## src/rtl/mont_mul_if.sv

```systemverilog
// Operand/result bundle for the bit-serial Montgomery multiplier.
// Latency: none; this file only carries signals.
// Backpressure: none; in_sig is a start strobe that is honoured only while the multiplier is idle.
// Signals: in_sig/A_i/B_i/Prime flow master->slave; Z_out/done/busy flow slave->master.
interface mont_mul_if #(
  parameter int WIDTH = 32
);
  logic             in_sig;
  logic [WIDTH-1:0] A_i;
  logic [WIDTH-1:0] B_i;
  logic [WIDTH-1:0] Prime;
  logic [WIDTH-1:0] Z_out;
  logic             done;
  logic             busy;

  modport master (
    output in_sig, A_i, B_i, Prime,
    input  Z_out, done, busy
  );

  modport slave (
    input  in_sig, A_i, B_i, Prime,
    output Z_out, done, busy
  );
endinterface

```

## src/rtl/mont_mul.sv

```systemverilog
// Bit-serial radix-2 Montgomery multiplier: Z = A*B*2^-WIDTH mod Prime.
// Latency: done rises WIDTH+2 edges after the accept edge (accept edge counted as the first).
// Backpressure: none; in_sig is ignored outside IDLE, so the minimum issue interval is WIDTH+3 cycles.
// Ports: clk, reset (sync, active-high); bus (slave modport) carries in_sig, A_i, B_i, Prime in and
//        Z_out, done, busy out.
// Build option: define MONT_MUL_IN_REDUCE_EN to fold operands in [Prime, 2*Prime) down at accept.
module mont_mul #(
  parameter int WIDTH = 32
) (
  input  logic     clk,
  input  logic     reset,
  mont_mul_if.slave bus
);

  localparam int CW = (WIDTH > 1) ? $clog2(WIDTH) : 1;
  localparam logic [CW-1:0] CNT_LAST = CW'(WIDTH - 1);

  typedef enum logic [1:0] {
    S_IDLE,
    S_CALC,
    S_REDUCE,
    S_OUT
  } state_t;

  state_t           state_q;
  logic [WIDTH-1:0] a_q, b_q, p_q;
  logic [WIDTH+1:0] s_q;          // two guard bits: S + B + P < 4P fits
  logic [CW-1:0]    cnt_q;
  logic [WIDTH-1:0] z_q;
  logic             done_q, busy_q;

  logic [WIDTH+1:0] t_add, s_d, s_red;
  logic [WIDTH-1:0] a_d, b_d;

  always_comb begin
    // One Montgomery step: add B if the current A bit is set, then add P
    // to make the sum even so the halving is exact modulo P.
    t_add = s_q + (a_q[0] ? {2'b00, b_q} : '0);
    s_d   = t_add[0] ? (t_add + {2'b00, p_q}) >> 1 : t_add >> 1;
    // S < 2P after the last step, so one conditional subtraction finishes.
    s_red = (s_q >= {2'b00, p_q}) ? s_q - {2'b00, p_q} : s_q;
  end

  always_comb begin
`ifdef MONT_MUL_IN_REDUCE_EN
    a_d = (bus.A_i >= bus.Prime) ? bus.A_i - bus.Prime : bus.A_i;
    b_d = (bus.B_i >= bus.Prime) ? bus.B_i - bus.Prime : bus.B_i;
`else
    a_d = bus.A_i;
    b_d = bus.B_i;
`endif
  end

  always_ff @(posedge clk) begin
    if (reset) begin
      state_q <= S_IDLE;
      a_q     <= '0;
      b_q     <= '0;
      p_q     <= '0;
      s_q     <= '0;
      cnt_q   <= '0;
      z_q     <= '0;
      done_q  <= 1'b0;
      busy_q  <= 1'b0;
    end else begin
      case (state_q)
        S_IDLE: begin
          if (bus.in_sig) begin
            a_q     <= a_d;
            b_q     <= b_d;
            p_q     <= bus.Prime;
            s_q     <= '0;
            cnt_q   <= '0;
            busy_q  <= 1'b1;
            state_q <= S_CALC;
          end
        end
        S_CALC: begin
          s_q <= s_d;
          a_q <= a_q >> 1;
          if (cnt_q == CNT_LAST) begin
            cnt_q   <= '0;
            state_q <= S_REDUCE;
          end else begin
            cnt_q <= cnt_q + 1'b1;
          end
        end
        S_REDUCE: begin
          z_q     <= s_red[WIDTH-1:0];
          done_q  <= 1'b1;
          state_q <= S_OUT;
        end
        S_OUT: begin
          // A start strobe here is dropped; the next accept needs IDLE.
          done_q  <= 1'b0;
          busy_q  <= 1'b0;
          state_q <= S_IDLE;
        end
        default: begin
          done_q  <= 1'b0;
          busy_q  <= 1'b0;
          state_q <= S_IDLE;
        end
      endcase
    end
  end

  assign bus.Z_out = z_q;
  assign bus.done  = done_q;
  assign bus.busy  = busy_q;

endmodule

```

## src/flat_wrapper.sv

```systemverilog
// flat-port wrapper written by rule: the top's interface ports become plain ports
module mont_mul_flat 
#(
  parameter int WIDTH = 32
)
  (clk, reset, bus_in_sig, bus_A_i, bus_B_i, bus_Prime, bus_Z_out, bus_done, bus_busy);
  mont_mul_if #(.WIDTH(WIDTH)) bus_i ();
  input  logic clk;
  input  logic reset;
  input wire logic [$bits(bus_i.in_sig)-1:0] bus_in_sig;
  input wire logic [$bits(bus_i.A_i)-1:0] bus_A_i;
  input wire logic [$bits(bus_i.B_i)-1:0] bus_B_i;
  input wire logic [$bits(bus_i.Prime)-1:0] bus_Prime;
  output wire logic [$bits(bus_i.Z_out)-1:0] bus_Z_out;
  output wire logic [$bits(bus_i.done)-1:0] bus_done;
  output wire logic [$bits(bus_i.busy)-1:0] bus_busy;
  assign bus_i.in_sig = bus_in_sig;
  assign bus_i.A_i = bus_A_i;
  assign bus_i.B_i = bus_B_i;
  assign bus_i.Prime = bus_Prime;
  assign bus_Z_out = bus_i.Z_out;
  assign bus_done = bus_i.done;
  assign bus_busy = bus_i.busy;
  mont_mul #(.WIDTH(WIDTH)) u_core (.clk(clk), .reset(reset), .bus(bus_i));
endmodule
```

## config.mk

```make
export PLATFORM = sky130hd
export DESIGN_NAME = mont_mul_flat
export DESIGN_NICKNAME = d
export VERILOG_FILES = /design/src/rtl/mont_mul_if.sv /design/src/rtl/mont_mul.sv /design/src/flat_wrapper.sv
export SDC_FILE = /design/constraint.sdc
export NUM_CORES = 1
export LEC_CHECK = 0
export CORE_MARGIN = 5
export CORE_UTILIZATION = 40
export CTS_BUF_LIST = sky130_fd_sc_hd__clkbuf_16
export DETAILED_ROUTE_END_ITERATION = 8
export HOLD_SLACK_MARGIN = 0.06
export PLACE_DENSITY = 0.71
export SKIP_CTS_REPAIR_TIMING = 1
export SKIP_LAST_GASP = 1
export SLEW_MARGIN = 15
export SYNTH_ARGS = -nofsm -noshare
export SYNTH_HDL_FRONTEND = slang
export SYNTH_SLANG_ARGS = --single-unit
```

## constraint.sdc

```tcl
create_clock -name clk -period 14.9 [get_ports clk]
set_clock_uncertainty 0.2 [all_clocks]
set_input_delay 2.98 -clock clk [delete_from_list [all_inputs] [get_ports clk]]
set_output_delay 2.98 -clock clk [all_outputs]
set_load 0.01 [all_outputs]
```

Word level (Yosys, flattened, before mapping)
Cells that the tools add are included.
{"block": "totals", "register_bits": 171, "wordCells": 44}
{"block": "classes", "magnitude_cmp": 1, "muxes": 16, "addsub": 4, "n_eq_ne": 6, "reduce_logical": 8}
{"cell": "32-bit 2-to-1 mux", "n": 3}
{"cell": "34-bit by 32-bit adder with 34-bit output", "n": 2}
{"cell": "34-bit case mux with 2 select lines", "n": 1}
{"cell": "32-bit case mux with 2 select lines", "n": 1}
{"cell": "34-bit by 32-bit >= comparator with 1-bit output", "n": 1}
{"cell": "34-bit 2-to-1 mux", "n": 1}
{"cell": "33-bit 2-to-1 mux", "n": 1}
{"cell": "32-bit subtractor", "n": 1}
{"cell": "5-bit 2-to-1 mux", "n": 2}
{"cell": "5-bit case mux with 2 select lines", "n": 1}
{"cell": "2-bit case mux with 4 select lines", "n": 1}
{"cell": "2-bit AND reduction", "n": 4}
{"cell": "2-bit nonzero test", "n": 3}
{"cell": "5-bit by 1-bit adder with 5-bit output, second input constant", "n": 1}
{"cell": "5-bit == test, second input constant", "n": 1}
{"cell": "2-bit == test, second input constant", "n": 2}
{"cell": "2-bit 2-to-1 mux", "n": 2}
{"cell": "1-bit case mux with 2 select lines", "n": 2}
{"cell": "2-bit by 1-bit == test with 1-bit output, second input constant", "n": 1}
{"cell": "2-bit zero test", "n": 1}
{"cell": "2-bit by 1-bit != test with 1-bit output, second input constant", "n": 1}
{"cell": "2-bit != test, second input constant", "n": 1}
{"cell": "1-bit 2-to-1 mux", "n": 1}

Depth between registers and ports, before layout
Gate-level depths: netlist of the first run.
{"block": "logic_depth", "depth_word": 5, "depth_mapped": 25, "mapped_depth_nobuf": 23}

Worst setup path after synthesis of the first run
OpenSTA, ideal clock, no wires.
{"block": "synth_path", "path_type": "register -> register", "start": "reg u_core.a_q[0]", "end": "reg u_core.s_q[29]", "slack_ps": 10055, "required_ps": 14572, "n_path_buf": 2, "arrival_ps": 4518, "stages_incl_launch_ff": 26, "path_cell_list": "dfxtp_1 clkbuf_1 and2_1 ha_1 inv_1 fa_1 nand2b_1 a21oi_2 nor2_1 a21oi_1 a31oi_1 o21bai_1 a21oi_1 xnor2_1 ha_1 clkbuf_1 o21ai_0 a21oi_1 a221o_1 o2111ai_1 nand4_1 nand4_1 o211ai_1 xor2_1 a222oi_1 nor2_1"}
{"block": "synth_between", "elab_chain_cells": 5}
{"element": "start, declared", "line_no": "mont_mul.sv:26", "rtl": "logic [WIDTH-1:0] a_q, b_q, p_q;"}
{"element": "start signal, assigned", "line_no": "mont_mul.sv:80", "rtl": "a_q <= a_q >> 1;"}
{"element": "32-bit 2-to-1 mux (*)", "line_no": "mont_mul.sv:38", "rtl": "t_add = s_q + (a_q[0] ? {2'b00, b_q} : '0);"}
{"element": "34-bit by 32-bit adder with 34-bit output (*)", "line_no": "mont_mul.sv:38"}
{"element": "34-bit by 32-bit adder with 34-bit output", "line_no": "mont_mul.sv:39", "rtl": "s_d = t_add[0] ? (t_add + {2'b00, p_q}) >> 1 : t_add >> 1;"}
{"element": "33-bit 2-to-1 mux (*)", "line_no": "mont_mul.sv:39"}
{"element": "34-bit case mux with 2 select lines (*)", "line_no": "mont_mul.sv:66", "rtl": "case (state_q)"}
{"element": "end signal, assigned", "line_no": "mont_mul.sv:60", "rtl": "s_q <= '0;"}
{"element": "end signal, assigned", "line_no": "mont_mul.sv:72", "rtl": "s_q <= '0;"}
{"element": "end signal, assigned", "line_no": "mont_mul.sv:79", "rtl": "s_q <= s_d;"}
{"element": "end, declared", "line_no": "mont_mul.sv:27", "rtl": "logic [WIDTH+1:0] s_q;"}
Every way passes the cells marked *; elsewhere a longest branch is shown, timed or not.
A chain may end at the register's enable or synchronous reset.

Final worst setup path of the first run
Ends and elaborated chain as after synthesis.

==> run metrics, run 1 <==
status=complete, no violations; Seq cells post-synth=170; CTS tree=built; Worst Hold Class=flop to flop; Post-Syn Instances=1586; crit end category=flop; antenna violations before repair=0; Post-synth EDFFs=0; CTS sink cnt=170; simple-gate area share of the yosys netlist=20.6%; Max-Cap Viols=0; warnings from Yosys=0; Layout Nets=1862; area leader, netlist=dfxtp_1; crit share post-route=39.1%; via count of the first global-routing pass=11200; clk slew on worst S/H paths=0.07 ns; Root Buffer=clkbuf_16; worst hold slack=0.250 ns; Longest Clk Path Bufs=2; RSZ-0062 raised after global routing=false; cell area after synthesis=between 0.01 and 0.015 mm²; IO Count=133; die width=184 µm; Remaining DRCs=0; die area=approximately 0.034 mm²; Final ANT Viol Nets=0; maximum vdd drop=around 0.12 mV; global-route wire length before repair=57.2 mm; Die Ht=184 µm; fmax=roughly 170 MHz; Num CTS Buffers=17; cells taking the most area after synthesis=dfxtp_1 28%, ha_1 10%, a21oi_1 7.5%; largest family of logic cells by synthesized area=compound AO/OA/AOI/OAI gates; clk_lat worst skew=0.43 ns; WL per Instance=17.2 µm; syn_nets=1789; fraction of layout cells with a size suffix above 1=4.01%; post-synthesis compound-gate area fraction=26.1%; DR iter-0 viols=1061; Tot Pwr=2030 µW; Worst EP required=14.99 ns; Area Growth Syn to Fin=17.7%; placed cell count=just over 2000; Worst Path Arrival=~5.9 ns; Hold Vio Cnt, Final=0; WS Path Type=flop to flop; crit path max fanout=33; multiplexer share of the synthesized area=3.49%; measured slew at the worst slew-check pin=1.10 ns; Slew Limit Fails=0; endpoints failing setup=0; fillers=2943; CTS H-Tree Depth=4; HPWL after DPL=between 20 and 30 mm; total wire length=~35 mm; Slew headroom=26.5%; FFs w/ async S/R, synth=0%; crit path time final=5.83 ns; via count=11700; GPL Wtd Cong=about 0.94; Seq/Total Area, Yosys=28.2%; syn avg cell area=7.62 µm²; vias per cell=roughly 5.7; largest net degree at the start of global routing=93; leading register cell type out of synthesis=dfxtp_1; Setup TNS=0 ns; adder-cell share of the synthesized area=11.0%; Post-Synth XOR/XNOR Area=between 6 and 7%; port buffer count=132; non-filler cells, final=2062; Worst Setup Start Kind=flop; Tot GR Track Use=between 20% and 30%; power per cell area=143 mW/mm²; post-synth top area share=28.2%; core box area=~0.030 mm²; GRT overflow=0; ANT cells=0; leakage power=between 0.005 and 0.006 µW; Synth cell types=73; # rows=63; top-count cell post-synth=nand2_1; Starting Density=40.7%; Commonest cells post-synth=216 x nand2_1, 181 x a21oi_1, 170 x dfxtp_1; total iterations of the first detailed-routing run=6
logic make-up after synthesis:
family / count (synthesis)
adder cells (fa/ha/maj): 104
flip-flops: 170
XOR/XNOR: 83
buffers and inverters: 145
multiplexers: 42
AND/OR/NAND/NOR: 555
AO/OA/AOI/OAI: 487
routing by layer:
layer | vias up | wire length, µm | GRT usage, %
li1 | 5829 | - | -
met1 | 5416 | 17100 | 30.2
met2 | 424 | 14900 | 31.5
met3 | 35 | 2920 | 3.54
met4 | 0 | 553 | 5.18
met5 | - | 0 | 0
path summary, 6_finish.rpt:
kind | start | to | slack [ns] | cells past startpoint
min reg2reg | u_core.b_q[6] | u_core.b_q[6] | 0.25 | 2
min | u_core.b_q[6] | u_core.b_q[6] | 0.25 | 2
max reg2reg | u_core.a_q[0] | u_core.s_q[29] | 9.07 | 22
max | u_core.a_q[0] | u_core.s_q[29] | 9.07 | 22
flip-flops by register name, indices dropped and copies added, names as in the netlist:
register	cells
u_core.bus.Z_out	32
u_core.p_q	32
u_core.cnt_q	5
u_core.bus.busy	1
u_core.bus.done	1
u_core.state_q	2
u_core.a_q	32
u_core.s_q	33
u_core.b_q	32
power by group:
group / internal, µW / switching, µW
Clock: 251 / 212
Combinational: 370 / 558
Sequential: 562 / 79.4
cells in the final DEF (no fill, tap or decap), types with 16 or more instances in the layout:
cell type        Yosys  routed
xnor2_1             54      54
clkdlybuf4s50_1      0     131
a311oi_1            24      24
nand2_1            216     215
nand2b_1            16      16
o21ai_1             24      23
a211oi_1            43      43
a21o_1              48      48
clkbuf_16            0      17
xor2_1              29      29
ha_1               101      99
nand3_1             58      58
dfxtp_1            170     170
and2_1              37      36
nor3_1              17      17
inv_1               56      56
a21oi_1            181     180
mux2i_1             41      41
nor2b_1             16      16
o21ai_0             48      48
nor2_1             142     142
through the flow:
stage | setup WS, ns | area (µm²) | utilization [%]
after floorplan | 10.05 | 12100 | -
after global placement | 8.87 | 13600 | 45.9
after detailed placement | 8.83 | 13600 | 45.9
after CTS | 9.06 | 14200 | 47.9
after global routing | 8.49 | 14200 | 47.9
final | 9.07 | 14200 | 47.9
worst max-delay path, cell delays in order, from the launching register on:
cell and delay [ns]:
dfxtp_1 0.84, and2_1 0.24, ha_1 0.20, inv_1 0.06, fa_1 0.39, nand2b_1 0.18, a21oi_2 0.18, nor2_1 0.07
a21oi_1 0.20, a31oi_1 0.15, o21bai_1 0.15, a21oi_1 0.09, xnor2_1 0.16, ha_1 0.42, nand4_1 0.14, a2111oi_1 0.61
o2111ai_1 0.26, nand4_1 0.21, nand4_1 0.20, o211ai_1 0.25, xor2_1 0.10, a222oi_1 0.32, nor2_1 0.06
layout make-up:
class | instances | area [µm²] | share of cell area [%]
clock inverters | 15 | 163 | 1.14
flip-flops and latches | 170 | 3400 | 23.9
well taps | 390 | 488 | 3.43
multi-input cells | 1271 | 8140 | 57.2
repair buffers | 142 | 1390 | 9.79
inverters | 57 | 214 | 1.50
clock buffers | 17 | 425 | 2.99
Power figures use the tool's default switching activity.
==> run 2: changes to the inputs <==
==> constraint.sdc (replaced) <==
create_clock -name clk -period 5.4 [get_ports clk]
set_clock_uncertainty 0.2 [all_clocks]
set_input_delay 1.08 -clock clk [delete_from_list [all_inputs] [get_ports clk]]
set_output_delay 1.08 -clock clk [all_outputs]
set_load 0.01 [all_outputs]
==> run 2 against run 1 <==
Against the previous run: total power rose to 2.8 times the previous value; critical path type unchanged; largest power group unchanged; critical path depth is 2 lower; first-iteration DRC count grew 0.47%.
==> run metrics, run 2 (synthesized netlist as in run 1, its figures left out) <==
via count of the first global-routing pass=10800; crit end category=flop; FF-to-FF Start=u_core.a_q[0]; WS Path Type=flop to flop; hold_sp=u_core.b_q[7]; measured slew at the worst slew-check pin=1.06 ns; leakage power=between 0.006 and 0.007 µW; total wire length=35.7 mm; Slew headroom=between 20% and 30%; core box area=0.0297 mm²; fillers=2902; power per cell area=approximately 390 mW/mm²; WL per Instance=~17 µm; antenna violations before repair=1; port buffer count=~130; Worst Path Buf+Inv=0; CTS sink cnt=170; Reg area=0.00341 mm²; GPL Wtd Cong=0.946; reg-to-reg endpoint=u_core.s_q[32]; fmax=198 MHz; Tot Pwr=5590 µW; endpoints failing setup=0; via count=about 12000; Worst Setup Start Kind=flop; Most common cell on crit path=and3_1; crit share post-route=93.3%; fraction of layout cells with a size suffix above 1=roughly 5.2%; maximum vdd drop=0.315 mV; final worst slack=0.360 ns; global-route wire length before repair=56.4 mm; Largest delay share family, worst path=simple AND/OR/NAND/NOR gates; # rows=63; Die Ht=184 µm; die area=0.0338 mm²; Max-Cap Viols=0; Area Growth Syn to Fin=18.9%; Reg2Reg Depth=20; status=complete, no violations; GRT overflow=0; commonest non-fill, non-tap cells in the layout=215 x nand2_1, 179 x a21oi_1, 169 x dfxtp_1; clk_lat worst skew=0.42 ns; multi-input logic area=0.00817 mm²; pre-CTS setup slack=0.0605 ns; Largest register FFs=33; Layout Nets=about 1900; Worst EP required=~5.5 ns; crit path time final=5.04 ns; Reg2Reg Setup Slack=about 0.36 ns; Setup TNS=0 ns; largest net degree at the start of global routing=70; DR iter-0 viols=1066; commonest non-fill, non-tap cell in the layout=nand2_1; clk slew on worst S/H paths=about 0.07 ns; Final ANT Viol Nets=0; ANT cells=0; slowest stage delay, CP=0.38 ns; Remaining DRCs=0; Hold Path Cell Cnt=2; die width=184 µm; crit-path cells=and2_1 > ha_1 > a21o_1 > or3_1 > o21ai_1 > a21oi_2 > o221a_2 > o211a_1 > nor2b_1 > xnor2_1 > ha_1 > and3_1 > nand2_1 > nor2_1 > and3_1 > a31o_2 > or3_1 > and3_1 > o21ai_0 > o221ai_1; Starting Density=40.7%; CTS H-Tree Depth=4; worst hold slack=0.249 ns; Worst Path Arrival=about 5 ns; RSZ-0062 raised after global routing=true; crit path max fanout=13; vias per cell=5.55; Root Buffer=clkbuf_16; Hold Vio Cnt, Final=0; Most flops, register=u_core.s_q; CTS tree=built; HPWL after DPL=between 20 and 30 mm; IO Count=133; Tot GR Track Use=20.5%; Slew Limit Fails=0; Longest Clk Path Bufs=2; total iterations of the first detailed-routing run=7; Num CTS Buffers=17; core utilization of the finished layout=48.4%; Crit-path slowest cell=dfxtp_4; Worst Hold Class=flop to flop; hold worst-path end=u_core.b_q[7]
run 2: worst register-to-register path, delay by kind of cell, from the launching register on:
| kind | cells | cell delay [ns] |
|---|---|---|
| and+or+nand+nor | 9 | 1.81 |
| adders and majority gates | 2 | 0.65 |
| xor gates and xnor gates | 1 | 0.21 |
| DFF | 1 | 0.38 |
| AOI/OAI and AO/OA | 8 | 1.68 |
run 2: where the power goes:
part           switching, µW  internal [µW]  total [µW]
combinational           1580           1040        2610
sequential               194           1550        1750
clock                    551            683        1230
run 2: cell type report:
| type | instances | share of cell area, % |
|---|---|---|
| Sequential cell | 170 | 23.7 |
| Inverter | 57 | 1.49 |
| Multi-Input combinational cell | 1271 | 56.8 |
| Tap cell | 390 | 3.39 |
| Clock buffer | 17 | 2.96 |
| Timing Repair Buffer | 159 | 10.6 |
| Clock inverter | 14 | 1.04 |
run 2: per-stage QoR:
stage	instances	area (µm²)
2_1_floorplan	1586	12100
3_3_place_gp	2045	13800
4_1_cts	2076	14300
5_1_grt	2078	14400
6_report	2078	14400
3_5_place_dp	2045	13800
run 2: worst max-delay path by stage:
stage	start	endpoint	slack, ns	depth (start not counted)
final	u_core.a_q[0]	u_core.s_q[32]	0.36	20
after detailed placement	u_core.a_q[0]	u_core.s_q[29]	0.06	23
after CTS	u_core.a_q[0]	u_core.s_q[29]	0.05	23
after floorplan	u_core.a_q[0]	u_core.s_q[29]	0.55	25
after global routing	u_core.a_q[0]	u_core.s_q[29]	-0.05	23
after global placement	u_core.a_q[0]	u_core.s_q[29]	0.15	23
run 2: layer usage:
metal / track usage (%) / vias to the layer above / share of wire, %
met5: 0 / - / 0.036
met4: 4.79 / 2 / 1.5
met3: 4.25 / 36 / 7.1
met2: 31.8 / 344 / 43
met1: 29.5 / 5280 / 49
li1: - / 5873 / -
==> run 3: changes to the inputs <==
--- a/config.mk
+++ b/config.mk
@@ -9,6 +9,7 @@
 export CORE_UTILIZATION = 40
 export CTS_BUF_LIST = sky130_fd_sc_hd__clkbuf_16
 export DETAILED_ROUTE_END_ITERATION = 8
+export GPL_TIMING_DRIVEN = 0
 export HOLD_SLACK_MARGIN = 0.06
 export PLACE_DENSITY = 0.71
 export SKIP_CTS_REPAIR_TIMING = 1
==> run 3 against run 2 <==
Against the previous run: worst hold slack improved by 0.0035 ns; flip-flop and latch count stayed put; sequential power about the same; register-to-register slack lost 0.20 ns; final area grew 2.1%; routed wire length up 12%; clock power grew 4%; first-iteration DRC count shrank 2.8%; largest power group unchanged.
==> run metrics, run 3 (synthesized netlist as in run 1, its figures left out) <==
Tot GR Track Use=23.1%; endpoints failing setup=0; maximum vdd drop=~0.22 mV; worst hold slack=0.252 ns; Flop pwr share=30.2%; IO Count=133; fraction of layout cells with a size suffix above 1=4.86%; crit path max fanout=10; P_sw=2510 µW; Max-Cap Viols=0; antenna violations before repair=0; HPWL after DPL=between 30 and 40 mm; internal power=about 3300 µW; fmax=approximately 190 MHz; crit-path cells=clkbuf_4 > and2_1 > ha_1 > o211ai_1 > o211ai_2 > o311ai_0 > xnor2_1 > ha_1 > a2111oi_0 > a21oi_1 > a21o_1 > a21o_1 > a21o_1 > a21oi_1 > xnor2_1 > a222oi_1 > nor2_1; WS Path Type=flop to flop; global-route wire length before repair=62.1 mm; power per cell area=between 300 and 400 mW/mm²; Remaining DRCs=0; total wire length=40.0 mm; Slew headroom=between 20% and 30%; Largest register FFs=33; die width=184 µm; CTS H-Tree Depth=4; crit path time final=5.24 ns; Die Ht=184 µm; commonest non-fill, non-tap cell in the layout=nand2_1; Worst Hold Class=flop to flop; clk slew on worst S/H paths=0.07 ns; WL per Instance=18.7 µm; die area=0.0338 mm²; total iterations of the first detailed-routing run=6; Root Buffer=clkbuf_16; Setup TNS=0 ns; GRT overflow=0; commonest non-fill, non-tap cells in the layout=216 x nand2_1, 180 x a21oi_1, 169 x dfxtp_1; clk_lat worst skew=~0.44 ns; ANT cells=0; via count of the first global-routing pass=roughly 12000; Slew Limit Fails=0; Switching Fraction=roughly 43%; crit end category=flop; Crit-path slowest cell=a2111oi_0; # rows=63; post-detailed-placement cell area=approximately 0.014 mm²; Gate power share=47.7%; Area Growth Syn to Fin=21.5%; crit share post-route=between 90% and 100%; Worst Setup Start Kind=flop; Most flops, register=u_core.s_q; via count=12100; Final ANT Viol Nets=0; Hold Vio Cnt, Final=0; slowest stage delay, CP=just over 1 ns; final instance area=between 0.01 and 0.015 mm²; CTS tree=built; CTS sink cnt=170; Starting Density=40.7%; port buffer count=131; DR iter-0 viols=1036; Worst Path Arrival=about 5.4 ns; clock network power share=22.1%; Worst EP required=5.51 ns; measured slew at the worst slew-check pin=1.13 ns; Num CTS Buffers=17; fillers=2909; leakage power=0.00609 µW; vias per cell=5.63; core box area=0.0297 mm²; Layout Nets=1940; Longest Clk Path Bufs=2; largest net degree at the start of global routing=19; Most common cell on crit path=a21o_1; status=complete, no violations; GPL Wtd Cong=0.953
[run 3: cell count changes in the layout (fill, tap and decap cells not counted), sizes merged]
cell and delta:
clkbuf +63, inv +5, clkinv -1, clkinvlp -2, bufinv -1, buf -2
[run 3: layout make-up]
| cell class | count | area [µm²] | area share (%) |
|---|---|---|---|
| multi-input combinational | 1271 | 8300 | 56.5 |
| inverter | 57 | 214 | 1.46 |
| clock inverter | 15 | 175 | 1.19 |
| sequential | 170 | 3410 | 23.2 |
| tap | 390 | 488 | 3.32 |
| timing repair buffer | 133 | 1330 | 9.03 |
| clock buffer | 17 | 425 | 2.90 |
| buffer | 87 | 352 | 2.39 |
[run 3: final timing paths]
kind | slack, ns | cells past startpoint | to | start
worst max-delay path | 0.16 | 17 | u_core.s_q[11] | u_core.a_q[0]
worst min-delay path | 0.25 | 2 | u_core.b_q[7] | u_core.b_q[7]
worst max register to register | 0.16 | 17 | u_core.s_q[11] | u_core.a_q[0]
worst min register to register | 0.25 | 2 | u_core.b_q[7] | u_core.b_q[7]
[run 3: worst max-delay path: cells and delay by family, from the launching register on]
kind,cells,cell delay [ns]
AO/OA/AOI/OAI,10,2.97
adder cells (fa/ha/maj),2,0.72
XOR/XNOR,2,0.48
flip-flops,1,0.37
AND/OR/NAND/NOR,2,0.22
buffers and inverters,1,0.17
[run 3: power by group through the flow]
stage	registers, µW	logic, µW	clock network (µW)
after floorplan	1740	1850	0
after global placement	1760	2680	0
after global routing	1790	3060	1340
final	1750	2770	1280
after CTS	1740	2720	1290
after detailed placement	1770	2710	0
[run 3: stage by stage]
step | total power, µW | setup WS (ns) | util [%] | std cells
after floorplan | 3590 | 0.555 | - | 1586
after global placement | 4440 | -0.606 | 46.7 | 2107
after detailed placement | 4480 | -0.604 | 46.7 | 2107
after CTS | 5760 | -0.623 | 48.8 | 2139
after global routing | 6180 | -0.00706 | 49.4 | 2140
final | 5800 | 0.156 | 49.4 | 2140
[run 3: per-layer routing]
| metal | GRT usage [%] | wire, µm |
|---|---|---|
| met1 | 32.2 | 18700 |
| met2 | 37.6 | 17900 |
| met3 | 3.74 | 2620 |
| met4 | 5.53 | 690 |
| met5 | 0 | 0 |
